File: src/rtl/pwm_pkg.sv
// Shared types and defaults for the PWM duty ramp controller.
package pwm_pkg;

  localparam int DUTY_W_DEFAULT = 8;

  typedef enum logic {
    IDLE = 1'b0,
    RAMP = 1'b1
  } ramp_state_e;

endpackage

File: src/rtl/pwm_ramp_step.sv
// Combinational saturating ramp step: moves current toward target by step, never past it.
module pwm_ramp_step
  import pwm_pkg::*;
#(
  parameter int DUTY_CYCLE_WIDTH = DUTY_W_DEFAULT
) (
  input  logic [DUTY_CYCLE_WIDTH-1:0] current_i,
  input  logic [DUTY_CYCLE_WIDTH-1:0] target_i,
  input  logic [DUTY_CYCLE_WIDTH-1:0] step_i,
  output logic [DUTY_CYCLE_WIDTH-1:0] next_o
);

  localparam int W = DUTY_CYCLE_WIDTH;

  // One extra bit so the sum cannot wrap past full scale and the difference stays signed.
  function automatic logic [W-1:0] sat_step(input logic [W-1:0] cur,
                                            input logic [W-1:0] tgt,
                                            input logic [W-1:0] stp);
    logic        [W:0] up_sum;
    logic signed [W:0] dn_diff;
    if (stp == '0) begin
      return tgt;
    end
    if (tgt > cur) begin
      up_sum = {1'b0, cur} + {1'b0, stp};
      return (up_sum >= {1'b0, tgt}) ? tgt : up_sum[W-1:0];
    end
    dn_diff = $signed({1'b0, cur}) - $signed({1'b0, stp});
    return (dn_diff <= $signed({1'b0, tgt})) ? tgt : dn_diff[W-1:0];
  endfunction

  assign next_o = sat_step(current_i, target_i, step_i);

endmodule

File: src/rtl/pwm_ramp_ctrl.sv
// Ramps the PWM duty toward a commanded target, one step every (interval+1) period ends.
// Define PWM_RAMP_RETARGET_EN to accept new commands while a ramp is running.
module pwm_ramp_ctrl
  import pwm_pkg::*;
#(
  parameter int DUTY_CYCLE_WIDTH = DUTY_W_DEFAULT,
  parameter int INTERVAL_WIDTH   = 16,
  parameter int DEFAULT_DUTY     = 0
) (
  input  logic                        clk,
  input  logic                        rst,
  input  logic                        cmd_valid,
  output logic                        cmd_ready,
  input  logic [DUTY_CYCLE_WIDTH-1:0] cmd_target,
  input  logic [DUTY_CYCLE_WIDTH-1:0] cmd_step,
  input  logic [INTERVAL_WIDTH-1:0]   cmd_interval,
  input  logic                        period_end,
  output logic [DUTY_CYCLE_WIDTH-1:0] duty_out,
  output logic                        duty_load,
  output logic                        busy,
  output logic                        done
);

  localparam int W = DUTY_CYCLE_WIDTH;
  localparam logic [W-1:0] DUTY_RST = W'(DEFAULT_DUTY);

  ramp_state_e               state_q, state_d;
  logic [W-1:0]              duty_q, duty_d;
  logic [W-1:0]              target_q, target_d;
  logic [W-1:0]              step_q, step_d;
  logic [INTERVAL_WIDTH-1:0] interval_q, interval_d;
  logic [INTERVAL_WIDTH-1:0] cnt_q, cnt_d;
  logic                      load_q, load_d;
  logic                      done_q, done_d;
  logic [W-1:0]              step_next;
  logic                      accept;
  logic                      step_fire;
  logic                      same_target;

  pwm_ramp_step #(
    .DUTY_CYCLE_WIDTH(W)
  ) u_step (
    .current_i(duty_q),
    .target_i (target_q),
    .step_i   (step_q),
    .next_o   (step_next)
  );

  assign accept      = cmd_valid && cmd_ready;
  assign same_target = (cmd_target == duty_q);
  // A command accepted on the same edge as a step wins; the step is dropped.
  assign step_fire   = (state_q == RAMP) && period_end && (cnt_q == interval_q) && !accept;

  always_ff @(posedge clk or negedge rst) begin
    if (!rst) begin
      state_q <= IDLE;
    end else begin
      state_q <= state_d;
    end
  end

  always_comb begin
    state_d = state_q;
    if (accept) begin
      state_d = same_target ? IDLE : RAMP;
    end else if (step_fire && (step_next == target_q)) begin
      state_d = IDLE;
    end
  end

  always_comb begin
    busy = (state_q == RAMP);
`ifdef PWM_RAMP_RETARGET_EN
    cmd_ready = 1'b1;
`else
    cmd_ready = (state_q == IDLE);
`endif
  end

  always_comb begin
    duty_d     = duty_q;
    target_d   = target_q;
    step_d     = step_q;
    interval_d = interval_q;
    cnt_d      = cnt_q;
    load_d     = 1'b0;
    done_d     = 1'b0;
    if (accept) begin
      target_d   = cmd_target;
      step_d     = cmd_step;
      interval_d = cmd_interval;
      cnt_d      = '0;
      done_d     = same_target;
    end else if ((state_q == RAMP) && period_end) begin
      if (step_fire) begin
        cnt_d  = '0;
        duty_d = step_next;
        load_d = 1'b1;
        done_d = (step_next == target_q);
      end else begin
        cnt_d = cnt_q + INTERVAL_WIDTH'(1);
      end
    end
  end

  always_ff @(posedge clk or negedge rst) begin
    if (!rst) begin
      duty_q     <= DUTY_RST;
      target_q   <= '0;
      step_q     <= '0;
      interval_q <= '0;
      cnt_q      <= '0;
      load_q     <= 1'b0;
      done_q     <= 1'b0;
    end else begin
      duty_q     <= duty_d;
      target_q   <= target_d;
      step_q     <= step_d;
      interval_q <= interval_d;
      cnt_q      <= cnt_d;
      load_q     <= load_d;
      done_q     <= done_d;
    end
  end

  assign duty_out  = duty_q;
  assign duty_load = load_q;
  assign done      = done_q;

endmodule

File: config.mk
export PLATFORM = sky130hd
export DESIGN_NAME = pwm_ramp_ctrl
export DESIGN_NICKNAME = d
export VERILOG_FILES = /design/src/rtl/pwm_pkg.sv /design/src/rtl/pwm_ramp_step.sv /design/src/rtl/pwm_ramp_ctrl.sv
export SDC_FILE = /design/constraint.sdc
export NUM_CORES = 1
export LEC_CHECK = 0
export ABC_CLOCK_PERIOD_IN_PS = 4200
export BUFFER_PORTS_ARGS = -buffer_cell sky130_fd_sc_hd__buf_2
export CAP_MARGIN = 10
export CORE_ASPECT_RATIO = 0.9
export CORE_MARGIN = 5
export CORE_UTILIZATION = 54
export CTS_CLUSTER_DIAMETER = 40
export DETAILED_ROUTE_END_ITERATION = 10
export GPL_TIMING_DRIVEN = 1
export PLACE_DENSITY = 0.76
export SLEW_MARGIN = 10
export SYNTH_ARGS = -nofsm -noshare
export SYNTH_HDL_FRONTEND = slang
export SYNTH_SLANG_ARGS = --single-unit
File: constraint.sdc
create_clock -name clk -period 4.2 [get_ports clk]
set_input_delay 0.42 -clock clk [delete_from_list [all_inputs] [get_ports clk]]
set_output_delay 0.42 -clock clk [all_outputs]
set_load 0.02 [all_outputs]
# Word level (Yosys, flattened, before mapping)
# Cells that the tools add are included.
# Widths: inputs -> output; s select.
# totals
reg_bits	59
in_bits	36
word_cells	50
# classes
addsub	3
reduce_logical	10
mux	21
n_bitwise	2
eq_ne	3
magnitude_cmp	3
# op_table
op	count
$mux 16	3
$mux 8	6
$add 16x1->16 const B	1
$eq 16x16->1	1
$eq 8x8->1	2
$mux 1	12
$add 8x8->9	1
$ge 9x8->1	1
$le 9x9->1	1
$sub 8x8->9	1
$gt 8x8->1	1
$logic_not 8->1	1
$logic_and 1x1->1	5
$reduce_bool 2->1	2
$reduce_and 3->1	1
$not 1->1	2
$logic_not 1->1	1

# Longest topological paths before layout
# Gate-level depths: netlist (run 1).
# logic_depth
ltp_word	10
ltp_mapped	18
depth_no_buf	18

# Modules after synthesis
# Synthesis (run 1) repeated with hierarchy kept, for this count alone.
# unflattened
hier_cells	436
hier_area_um2	4490.6
# by_module_without_submodules
module	instances	cells_per_inst	area_per_inst_um2	seq_area_each_um2
pwm_ramp_ctrl	1	244	2987.9	1476.4
pwm_ramp_step	1	192	1502.7	0.0

# Worst setup path before layout (run 1)
# Ideal clock, no wire load.
# synth_path
path_kind	reg2reg
start	register duty_q[0] (netlist: duty_out[0])
end	register state_q (netlist: busy)
required_time_ns	4.076
t_arrival_ns	4.049
slack_ns	0.027
setup_time_ns	0.124
stages_incl_launch_ff	19
path_cell_list	dfrtp_1 -> inv_1 -> ha_1 -> inv_1 -> fa_1 -> a211oi_2 -> o21bai_1 -> a21oi_1 -> xnor2_1 -> inv_1 -> ha_1 -> a2111oi_0 -> o21a_1 -> a2111oi_0 -> a21bo_2 -> nor2_1 -> a32o_1 -> a2111o_1 -> a211o_1
# synth_via
elab_chain_len	9
word_cells_on_any_way	18
# synth_lines
item	line_no	text
from (decl)	pwm_ramp_ctrl.sv:28	logic [W-1:0] duty_q, duty_d;
from (signal assigned)	pwm_ramp_ctrl.sv:116	duty_q <= duty_d;
$add 8x8->9	pwm_ramp_step.sv:25	up_sum = {1'b0, cur} + {1'b0, stp};
$ge 9x8->1	pwm_ramp_step.sv:26	return (up_sum >= {1'b0, tgt}) ? tgt : up_sum[W-1:0];
$mux 8	pwm_ramp_step.sv:26	
$mux 8	pwm_ramp_step.sv:24	if (tgt > cur) begin
$mux 8	pwm_ramp_step.sv:28	dn_diff = $signed({1'b0, cur}) - $signed({1'b0, stp});
$mux 8	pwm_ramp_step.sv:24	
$eq 8x8->1	pwm_ramp_ctrl.sv:66	end else if (step_fire && (step_next == target_q)) begin
$logic_and 1x1->1	pwm_ramp_ctrl.sv:66	
$reduce_bool 2->1 (no source line)	--	
to (signal assigned)	pwm_ramp_ctrl.sv:58	state_q <= state_d;
to (decl)	pwm_ramp_ctrl.sv:27	ramp_state_e state_q, state_d;
# Parallel ways exist; a longest one is shown, timed or not. The select of a mux whose other input is x is not followed.
# A chain may end at the register's enable or synchronous reset.

# Worst setup path in the final report (run 1)
# layout_path
start	register duty_q[0] (netlist: duty_out[0])
end	register done_q (netlist: done)
# layout_via
elab_chain_len	10
word_cells_on_any_way	17
# layout_lines
item	line_no	text
$add 8x8->9	pwm_ramp_step.sv:25	
$ge 9x8->1	pwm_ramp_step.sv:26	
$mux 8	pwm_ramp_step.sv:26	
$mux 8	pwm_ramp_step.sv:24	
$mux 8	pwm_ramp_step.sv:28	
$mux 8	pwm_ramp_step.sv:24	
$eq 8x8->1	pwm_ramp_ctrl.sv:99	done_d = (step_next == target_q);
$mux 1	pwm_ramp_ctrl.sv:95	if (step_fire) begin
$mux 1	pwm_ramp_ctrl.sv:94	end else if ((state_q == RAMP) && period_end) begin
$mux 1 (*)	pwm_ramp_ctrl.sv:88	if (accept) begin
via done_d	pwm_ramp_ctrl.sv:34	logic done_q, done_d;
to (signal assigned)	pwm_ramp_ctrl.sv:122	done_q <= done_d;
to (decl)	pwm_ramp_ctrl.sv:34	
# Mark *: on every way through the listed nets, which the timed path passes. The rest lies on a longest branch. The select of a mux whose other input is x is not followed.

==> results.md, run 1 <==
* Routability congestion estimate at 1.01
* Tcrit/Tclk final at 0.966
* Synthesized area at 4680 µm²
* Diodes inserted at 0
* CP required at 4430 ps
* Seq cells post-synth at 59
* Avg Cell Area, Syn at 8.22 µm²
* Finished Cell Area at 5450 µm²
* # fillers at 766
* M1 WL at 6640 µm
* CTS tree: done
* DR pass1 iterations at 5
* Share of layout cells above drive strength 1 at 0.188
* Total CTS buffers at 9
* R2R cell count at 17
* Post-synthesis mux area share at 0.0115
* Post-DRT Antenna Nets at 0
* Initial Util at 0.549
* Yosys cell types at 67
* Critical Path AT at 4290 ps
* Post-synthesis simple-gate area fraction at 0.217
* Die Y at 98.4 µm
* Post-synthesis sequential area ratio at 0.315
* Synth area leader: dfrtp_1
* Count of yosys warnings during synthesis at 0
* Tightest Hold Check Type: input pin to async pin
* Final TNS setup at 0 ps
* Global-route wire length before repair at 22600 µm
* Largest family of logic cells by synthesized area: simple AND/OR/NAND/NOR gates
* Worst VDD drop at 0.000418 V
* Largest net degree at the start of global routing at 60
* CP max FO at 4
* Post-DP Area at 5130 µm²
* Final setup fails at 0
* Rel. slew slack at 0.306
* Reg2Reg Setup Slack at 140 ps
* Vias in the first global route at 4194
* Reg2reg end: done
* Area delta synth->final at 16.3%
* Synth Area in Compound Gates at 0.213
* Final-report max-slew violation count at 0
* Clock buffer depth at 2
* Synth Area in Adders at 0.118
* DP Wirelength at 10700 µm
* Xor/xnor share of the synthesized area at 0.0729
* Net count after synthesis at 649
* Clk pin slew, worst setup/hold paths at 80 ps
* Largest cells by area after synthesis: dfrtp_1, ha_1, nand2_1
* Core area at 8530 µm²
* DRT iter0 DRCs at 469
* Fin crit period at 4060 ps
* CTS HTree Levels at 3
* CTS sink count at 59
* Wire length on met2 at 6050 µm
* Die X at 108 µm
* I/O Pins at 48
* GR Overflow Total at 0
* Clock Latency Late Sink at 350 ps
* Status: completed
* Max-cap violations at 0
* Met3 wire length at 1250 µm
* RSZ-0062 raised after global routing: yes
* Residual DRC at 0
* Worst clock skew at 9.08 ps
* Mapped Cells at 570
* Global-route usage over all layers at 0.273
* Die ar. at 10600 µm²
* Least-Margin Pin Slew at 1040 ps
* Max Fclk at 246 MHz
* Rows at 32
* CP Capture Type: flop
* Via count at 4555
* Highest metal used: met4
* Nets at 707
* Top FF cell, synth: dfrtp_1
* Ys async rst share at 1.00
* Worst setup path class: flop to flop
* Number of vias per cell at 6.06
* Initial antenna violation count at 0
* PortBufs at 47
* Post-synth top area share at 0.315
* Final hold viol count at 0
* Clock root cell: clkbuf_8
* Wire per inst at 18.9 µm
* PwrDens at 925 nW/µm²
* Final WL at 14200 µm
* Critical path startpoint category: flop
* Post-synth EDFFs at 0
* R2r startpoint: duty_out[0]
* Static Leak at 0.00247 µW
==> report_power, final <==
| part | internal (µW) | switching, µW | total [µW] |
|---|---|---|---|
| combinational | 1530 | 1970 | 3500 |
| clock | 244 | 252 | 497 |
| sequential | 765 | 275 | 1040 |
| total | 2540 | 2500 | 5040 |
==> registers in the layout (all words and copies together) (netlist names) <==
signal,flops
step_q,8
duty_out,8
interval_q,16
duty_load,1
busy,1
cnt_q,16
target_q,8
done,1
==> worst max-delay path: stages, from the launching register on <==
cell and delay, ps:
dfrtp_1 380, inv_1 60, ha_2 180, inv_1 60
fa_2 380, a211oi_4 270, nor2_1 110, xnor2_2 200
inv_1 80, ha_1 290, nand4_1 190, o21a_1 270
a2111oi_4 370, a21bo_4 280, o41a_1 300, a31o_1 200
a41oi_1 220, o21ai_1 80
==> repair_timing <==
item                                    CTS  global route
gates resized for setup                   4            23
endpoints found under the hold margin     0             0
pin swaps                                 0            11
endpoints found under the setup margin    5            10
hold buffers                              0             0
buffers inserted                          0             2
==> per-stage QoR <==
| step | std cells | total power, µW | hold slack [ps] | utilization | setup slack [ps] |
|---|---|---|---|---|---|
| after detailed placement | 734 | 4090 | 493 | 0.601 | -88.7 |
| after CTS | 750 | 4630 | 247 | 0.624 | 34.7 |
| after global routing | 752 | 5390 | 267 | 0.638 | -26.1 |
| after global placement | 734 | 4020 | 483 | 0.601 | 53.1 |
| after floorplan | 570 | 3180 | 124 | - | 26.8 |
| final | 752 | 5040 | 195 | 0.638 | 143 |
==> logic make-up after synthesis <==
| kind of cell | after synthesis |
|---|---|
| AOI/OAI and AO/OA | 154 |
| xor gates and xnor gates | 39 |
| adders and majority gates | 43 |
| buffers and inverters | 59 |
| DFF | 59 |
| muxes | 5 |
| and+or+nand+nor | 211 |
==> synth_stat cells (3+ instances only) <==
| cell type | number |
|---|---|
| a2111o_1 | 3 |
| a2111oi_0 | 4 |
| a211o_1 | 4 |
| a211oi_1 | 5 |
| a21o_1 | 5 |
| a21oi_1 | 32 |
| a2bb2oi_1 | 3 |
| and2_1 | 3 |
| and3_1 | 10 |
| buf_2 | 3 |
| clkbuf_1 | 15 |
| dfrtp_1 | 59 |
| ha_1 | 41 |
| inv_1 | 36 |
| mux2_2 | 3 |
| nand2_1 | 91 |
| nand2b_1 | 5 |
| nand3_1 | 27 |
| nand4_1 | 9 |
| nor2_1 | 29 |
| nor2b_1 | 7 |
| nor3_1 | 4 |
| nor3b_1 | 3 |
| nor4_1 | 7 |
| o211ai_1 | 4 |
| o21a_1 | 3 |
| o21ai_0 | 54 |
| o21ai_1 | 5 |
| o221ai_1 | 6 |
| o32ai_1 | 3 |
| or2_2 | 4 |
| xnor2_1 | 24 |
| xor2_1 | 15 |
==> how the worst max path moves through the flow <==
stage                     cells past startpoint         from  endpoint
after detailed placement                     19  duty_out[0]      busy
after CTS                                    18  duty_out[0]      busy
after global placement                       18  duty_out[0]      busy
final                                        17  duty_out[0]      done
after floorplan                              18  duty_out[0]      busy
after global routing                         15    step_q[5]      done
==> final cells by class <==
cell class	count	area, µm²	area share
inverters	36	135	0.0248
repair buffers	70	408	0.0749
clock buffers	12	155	0.0285
clock inverters	4	25.0	0.00460
flip-flops and latches	59	1480	0.271
multi-input cells	452	3100	0.569
well taps	119	149	0.0273
==> layout by cell type (no fill, tap or decap), drive strengths merged, types with 5 or more instances in the layout <==
master / synthesis / layout
xnor2: 24 / 24
nand4: 9 / 9
nand3: 28 / 28
nand2b: 6 / 6
nor2b: 7 / 7
nor4: 8 / 8
buf: 7 / 70
and3: 10 / 10
dfrtp: 59 / 59
ha: 41 / 41
o21ai: 59 / 59
nor2: 29 / 29
a21o: 5 / 5
xor2: 15 / 15
inv: 36 / 36
o221ai: 6 / 6
nand2: 92 / 92
clkbuf: 16 / 12
a21oi: 32 / 32
a211oi: 7 / 7
==> metal layers <==
metal	track usage	vias up
li1	-	2154
met1	0.416	2155
met2	0.381	222
met3	0.0601	24
met4	0.0864	0
met5	0	-
(Power assumes the default switching activity.)
==> run 2: changes to the inputs <==
- PLACE_DENSITY: 0.76 -> 0.81
==> results.md, run 2 (synthesis gave the netlist of run 1 again) <==
* Clock Latency Late Sink at 350 ps (about the same)
* Regs by FF count: cnt_q: 16 flops, interval_q: 16 flops (unchanged)
* CTS tree: done (unchanged)
* Wire per inst at 19.1 µm (was 18.9 µm)
* Share of layout cells above drive strength 1 at 0.184 (was 0.188)
* Via count at 4660 (was 4555)
* Final setup fails at 0 (unchanged)
* Number of vias per cell at 6.17 (was 6.06)
* Total power at 5110 µW (was 5040 µW)
* Die ar. at 10600 µm² (unchanged)
* Finished Cell Area at 5470 µm² (was 5450 µm²)
* Initial antenna violation count at 0 (unchanged)
* RSZ-0062 raised after global routing: yes (unchanged)
* Initial Util at 0.549 (unchanged)
* CP most frequent cell: inv_1 (unchanged)
* Core area at 8530 µm² (unchanged)
* CP Capture Type: flop (unchanged)
* PwrDens at 935 nW/µm² (was 925 nW/µm²)
* Global-route usage over all layers at 0.276 (was 0.273)
* Die X at 108 µm (unchanged)
* Nets at 711 (was 707)
* Tcrit/Tclk final at 0.974 (was 0.966)
* Final TNS setup at 0 ps (unchanged)
* Static Leak at 0.00250 µW (was 0.00247 µW)
* Cell Chain, Critical Path: inv_1, ha_1, inv_1, fa_2, a211oi_4, o21bai_1, a21oi_2, xnor2_1, inv_1, ha_4, a2111oi_4, o21a_1, a2111oi_2, a21bo_2, nor2_1, a32o_2, a2111o_1, a211o_1 (was inv_1, ha_2, inv_1, fa_2, a211oi_4, nor2_1, xnor2_2, inv_1, ha_1, nand4_1, o21a_1, a2111oi_4, a21bo_4, o41a_1, a31o_1, a41oi_1, o21ai_1)
* Critical Path AT at 4330 ps (was 4290 ps)
* Reg2Reg Setup Slack at 110 ps (was 140 ps)
* CP required at 4440 ps (was 4430 ps)
* Largest net degree at the start of global routing at 60 (unchanged)
* Pre-CTS setup slack at -123 ps (was -88.7 ps)
* Diodes inserted at 0 (unchanged)
* Worst Path Buf+Inv at 3 (unchanged)
* DRT iter0 DRCs at 463 (was 469)
* Fin crit period at 4090 ps (was 4060 ps)
* Worst VDD drop at 0.000457 V (was 0.000418 V)
* Worst setup path class: flop to flop (unchanged)
* Routability congestion estimate at 1.00 (was 1.01)
* Max-cap violations at 0 (unchanged)
* Residual DRC at 0 (unchanged)
* Clk pin slew, worst setup/hold paths at 80 ps (about the same)
* Crit-path leading delay family: compound AO/OA/AOI/OAI gates (unchanged)
* Final WL at 14500 µm (was 14200 µm)
* Reg2reg end: busy (was done)
* Largest stage delay, worst path at 420 ps (was 380 ps)
* Final-report max-slew violation count at 0 (unchanged)
* Die Y at 98.4 µm (unchanged)
* Worst clock skew at 12.0 ps (was 9.08 ps)
* PortBufs at 47 (unchanged)
* I/O Pins at 48 (unchanged)
* R2r startpoint: duty_out[0] (unchanged)
* Commonest non-fill, non-tap cell in the layout: nand2_1 (unchanged)
* Fin worst setup slack at 109 ps (was 143 ps)
* Tightest Hold Check Type: input pin to async pin (unchanged)
* Rel. slew slack at 0.433 (was 0.306)
* Total CTS buffers at 9 (unchanged)
* Critical path startpoint category: flop (unchanged)
* Post-DRT Antenna Nets at 0 (unchanged)
* CP max FO at 4 (unchanged)
* Vias in the first global route at 4475 (was 4194)
* CTS HTree Levels at 3 (unchanged)
* DP Wirelength at 10800 µm (was 10700 µm)
* Commonest non-fill, non-tap cells in the layout: nand2_1, dfrtp_1, o21ai_0 (unchanged)
* Global-route wire length before repair at 22900 µm (was 22600 µm)
* R2R cell count at 18 (was 17)
* GR Overflow Total at 0 (unchanged)
* Least-Margin Pin Slew at 849 ps (was 1040 ps)
* Status: completed (unchanged)
* Max stage delay cell, worst path: a2111o_1 (was dfrtp_1)
* Area delta synth->final at 16.8% (was 16.3%)
* Clock root cell: clkbuf_8 (unchanged)
* # fillers at 723 (was 766)
* CTS sink count at 59 (unchanged)
* Final hold viol count at 0 (unchanged)
* Post-DP Area at 5130 µm² (about the same)
* DR pass1 iterations at 6 (was 5)
* Clock buffer depth at 2 (unchanged)
* Rows at 32 (unchanged)
* Max Fclk at 244 MHz (was 246 MHz)
## run 2: cell types whose count changed in the layout (fill, tap and decap cells not counted), moves of 2 or more
cell / change
buf_4: +4
bufinv_16: +2
clkbuf_8: -2
clkinvlp_4: -2
## run 2: layout make-up
type                    count  area (µm²)  area share
inverters                  36         135      0.0247
well taps                 119         149      0.0272
flip-flops and latches     59        1480       0.270
clock inverters             5        78.8      0.0144
repair buffers             74         438      0.0801
clock buffers              10         128      0.0233
multi-input cells         452        3060       0.560
## run 2: what timing repair did
item / in CTS / in global routing
pin swaps: 3 / 6
buffers inserted: 1 / 4
resized for setup: 4 / 15
hold buffers: 0 / 0
setup endpoints to repair: 3 / 10
## run 2: layer usage
| metal | track usage | vias to the layer above | part of all wire |
|---|---|---|---|
| li1 | - | 2162 | - |
| met4 | 0.102 | 0 | 0.032 |
| met2 | 0.418 | 269 | 0.44 |
| met5 | 0 | - | 0 |
| met1 | 0.391 | 2188 | 0.44 |
| met3 | 0.0535 | 41 | 0.092 |
## run 2: through the flow
| stage | hold WS (ps) | std cells | util |
|---|---|---|---|
| 6_report | 228 | 755 | 0.641 |
| 4_1_cts | 249 | 751 | 0.628 |
| 2_1_floorplan | 124 | 570 | - |
| 3_3_place_gp | 482 | 735 | 0.602 |
| 3_5_place_dp | 492 | 735 | 0.602 |
| 5_1_grt | 256 | 755 | 0.641 |
## run 2: worst max-delay path by stage
stage                            from  endpoint  slack [ps]  depth (start not counted)
after floorplan           duty_out[0]      busy          30                         18
after global placement    duty_out[0]      busy          30                         18
after detailed placement  duty_out[0]      busy        -120                         18
after CTS                 duty_out[0]      done           4                         17
after global routing      duty_out[0]      busy         -40                         18
final                     duty_out[0]      busy         110                         18
## run 2: power by group
| group | total [µW] | switching, µW | leakage, µW | internal [µW] |
|---|---|---|---|---|
| sequential | 1030 | 265 | 0.000731 | 765 |
| clock | 581 | 251 | 0.000106 | 330 |
| combinational | 3500 | 1970 | 0.00167 | 1530 |
==> run 3: changes to the inputs <==
- ABC_CLOCK_PERIOD_IN_PS: 4200 -> not set
- PLACE_DENSITY: 0.81 -> 0.78
- clock period: 4.2 -> 5.2 ns (I/O delays scaled with it)
==> results.md, run 3 (synthesis gave the netlist of run 1 again) <==
* Global-route wire length before repair at 22600 µm (was 22900 µm)
* Placed cell count at 719 (was 735)
* Largest stage delay, worst path at 450 ps (was 420 ps)
* RSZ-0062 raised after global routing: no (was yes)
* # fillers at 746 (was 723)
* Clock buffer depth at 2 (unchanged)
* Regs by FF count: cnt_q: 16 flops, interval_q: 16 flops (unchanged)
* Largest net degree at the start of global routing at 60 (unchanged)
* Final setup fails at 0 (unchanged)
* Clock Latency Late Sink at 360 ps (was 350 ps)
* Status: completed (unchanged)
* Global-route usage over all layers at 0.273 (was 0.276)
* Final WL at 14100 µm (was 14500 µm)
* Cell-internal power at 1820 µW (was 2630 µW)
* Clk pin slew, worst setup/hold paths at 90 ps (was 80 ps)
* Rows at 32 (unchanged)
* Clock share of power at 0.109 (was 0.114)
* Wire per inst at 19.1 µm (about the same)
* Nets at 690 (was 711)
* PortBufs at 47 (unchanged)
* Non-filler cells, final at 735 (was 755)
* Die Y at 98.4 µm (unchanged)
* Die X at 108 µm (unchanged)
* I/O Pins at 48 (unchanged)
* Tightest Hold Check Type: input pin to async pin (unchanged)
* Clock root cell: clkbuf_8 (unchanged)
* Critical path startpoint category: flop (unchanged)
* Initial antenna violation count at 0 (unchanged)
* Initial Util at 0.549 (unchanged)
* PwrDens at 720 nW/µm² (was 935 nW/µm²)
* Final-report max-slew violation count at 0 (unchanged)
* Critical Path AT at 4820 ps (was 4330 ps)
* CP max FO at 6 (was 4)
* Core area at 8530 µm² (unchanged)
* R2r startpoint: duty_out[0] (unchanged)
* Post-DRT Antenna Nets at 0 (unchanged)
* Post-CTS resize count at 0 (was 4)
* Worst clock skew at 13.2 ps (was 12.0 ps)
* Share of layout cells above drive strength 1 at 0.138 (was 0.184)
* CP most frequent cell: inv_1 (unchanged)
* Die ar. at 10600 µm² (unchanged)
* Switching power at 1920 µW (was 2490 µW)
* Cell Chain, Critical Path: inv_1, ha_1, inv_1, fa_1, a211oi_2, o21bai_1, a21oi_1, xnor2_1, inv_1, ha_1, a2111oi_0, o21a_1, a2111oi_0, a21bo_2, nor2_1, a32o_1, a2111o_1, a211o_1 (was inv_1, ha_1, inv_1, fa_2, a211oi_4, o21bai_1, a21oi_2, xnor2_1, inv_1, ha_4, a2111oi_4, o21a_1, a2111oi_2, a21bo_2, nor2_1, a32o_2, a2111o_1, a211o_1)
* Total CTS buffers at 9 (unchanged)
* Commonest non-fill, non-tap cells in the layout: nand2_1, dfrtp_1, o21ai_0 (unchanged)
* Worst VDD drop at 0.000344 V (was 0.000457 V)
* GR Overflow Total at 0 (unchanged)
* Pre-CTS setup slack at 746 ps (was -123 ps)
* Finished Cell Area at 5200 µm² (was 5470 µm²)
* Switching share of power at 0.514 (was 0.486)
* Rel. slew slack at 0.313 (was 0.433)
* DP Wirelength at 10700 µm (was 10800 µm)
* DRT iter0 DRCs at 357 (was 463)
* Fin worst setup slack at 630 ps (was 109 ps)
* Area delta synth->final at 11.0% (was 16.8%)
* Routability congestion estimate at 0.961 (was 1.00)
* Crit-path leading delay family: compound AO/OA/AOI/OAI gates (unchanged)
* CP required at 5450 ps (was 4440 ps)
* Via count at 4482 (was 4660)
* Final TNS setup at 0 ps (unchanged)
* CTS Hold Bufs at 0 (unchanged)
* Max Fclk at 219 MHz (was 244 MHz)
* Residual DRC at 0 (unchanged)
* Static Leak at 0.00235 µW (was 0.00250 µW)
* Max-cap violations at 0 (unchanged)
* Number of vias per cell at 6.10 (was 6.17)
* Worst Path Buf+Inv at 3 (unchanged)
* Commonest non-fill, non-tap cell in the layout: nand2_1 (unchanged)
* Least-Margin Pin Slew at 1030 ps (was 849 ps)
* Worst setup path class: flop to flop (unchanged)
* CTS HTree Levels at 3 (unchanged)
* CTS sink count at 59 (unchanged)
* CTS tree: done (unchanged)
* Max stage delay cell, worst path: dfrtp_1 (was a2111o_1)
* Diodes inserted at 0 (unchanged)
* Final hold viol count at 0 (unchanged)
* Post-DP Area at 5010 µm² (was 5130 µm²)
* Vias in the first global route at 4413 (was 4475)
* Tcrit/Tclk final at 0.879 (was 0.974)
* Fin crit period at 4570 ps (was 4090 ps)
* Combinational Power Share at 0.665 (was 0.685)
* Crit path from: duty_out[0] (unchanged)
* Post-CTS setup buffers at 0 (was 1)
* Seq pwr share at 0.225 (was 0.201)
* DR pass1 iterations at 6 (unchanged)
* CP Capture Type: flop (unchanged)
==> run 3: cell count changes in the layout (fill, tap and decap cells not counted), moves of 2 or more <==
cell        change
a2111oi_0       +3
a21oi_1         +2
a21oi_2         -2
buf_4          -21
bufinv_16       -2
clkinv_2        -2
clkinvlp_4      +3
xnor2_1         +2
xnor2_2         -2
==> run 3: routing by layer <==
metal | GRT usage | vias up | routed length [µm]
met5 | 0 | - | 0
met4 | 0.102 | 0 | 394
met2 | 0.394 | 258 | 6010
met3 | 0.0668 | 45 | 1320
li1 | - | 2113 | -
met1 | 0.394 | 2066 | 6340
==> run 3: worst reg2reg max path: stages (launching register included) <==
cell and delay [ps]:
dfrtp_1 450, inv_1 80, ha_1 160, inv_1 60
fa_1 430, a211oi_2 260, o21bai_1 130, a21oi_1 280
xnor2_1 200, inv_1 70, ha_1 310, a2111oi_0 370
o21a_1 190, a2111oi_0 110, a21bo_2 270, nor2_1 100
a32o_1 310, a2111o_1 410, a211o_1 290
==> run 3: final timing paths <==
check | depth (start not counted) | slack (ps) | to
worst max-delay path | 18 | 630 | busy
worst min-delay path | 2 | 290 | step_q[7]
worst max register to register | 18 | 630 | busy
worst min register to register | 2 | 510 | interval_q[1]
max in group asynchronous | 2 | 4370 | interval_q[10]
min in group clk | 3 | 350 | step_q[0]
==> run 3: stage by stage <==
| step | power, µW | util | hold WS (ps) |
|---|---|---|---|
| 2_1_floorplan | 2570 | - | 224 |
| 3_5_place_dp | 3240 | 0.588 | 487 |
| 5_1_grt | 4020 | 0.610 | 353 |
| 4_1_cts | 3660 | 0.610 | 334 |
| 6_report | 3740 | 0.610 | 291 |
| 3_3_place_gp | 3170 | 0.588 | 482 |
==> run 3: power groups by stage <==
stage	clock, µW	combinational [µW]	sequential (µW)
4_1_cts	416	2410	835
3_5_place_dp	0	2390	845
5_1_grt	437	2720	863
6_report	410	2490	844
2_1_floorplan	0	1800	771
3_3_place_gp	0	2330	837
==> run 3: cell type report <==
type                            count  area, µm²  share of cell area
Inverter                           36        135              0.0260
Timing Repair Buffer               53        280              0.0539
Clock inverter                      6       48.8             0.00938
Clock buffer                       10        138              0.0265
Tap cell                          119        149              0.0286
Multi-Input combinational cell    452       2970               0.572
Sequential cell                    59       1480               0.284
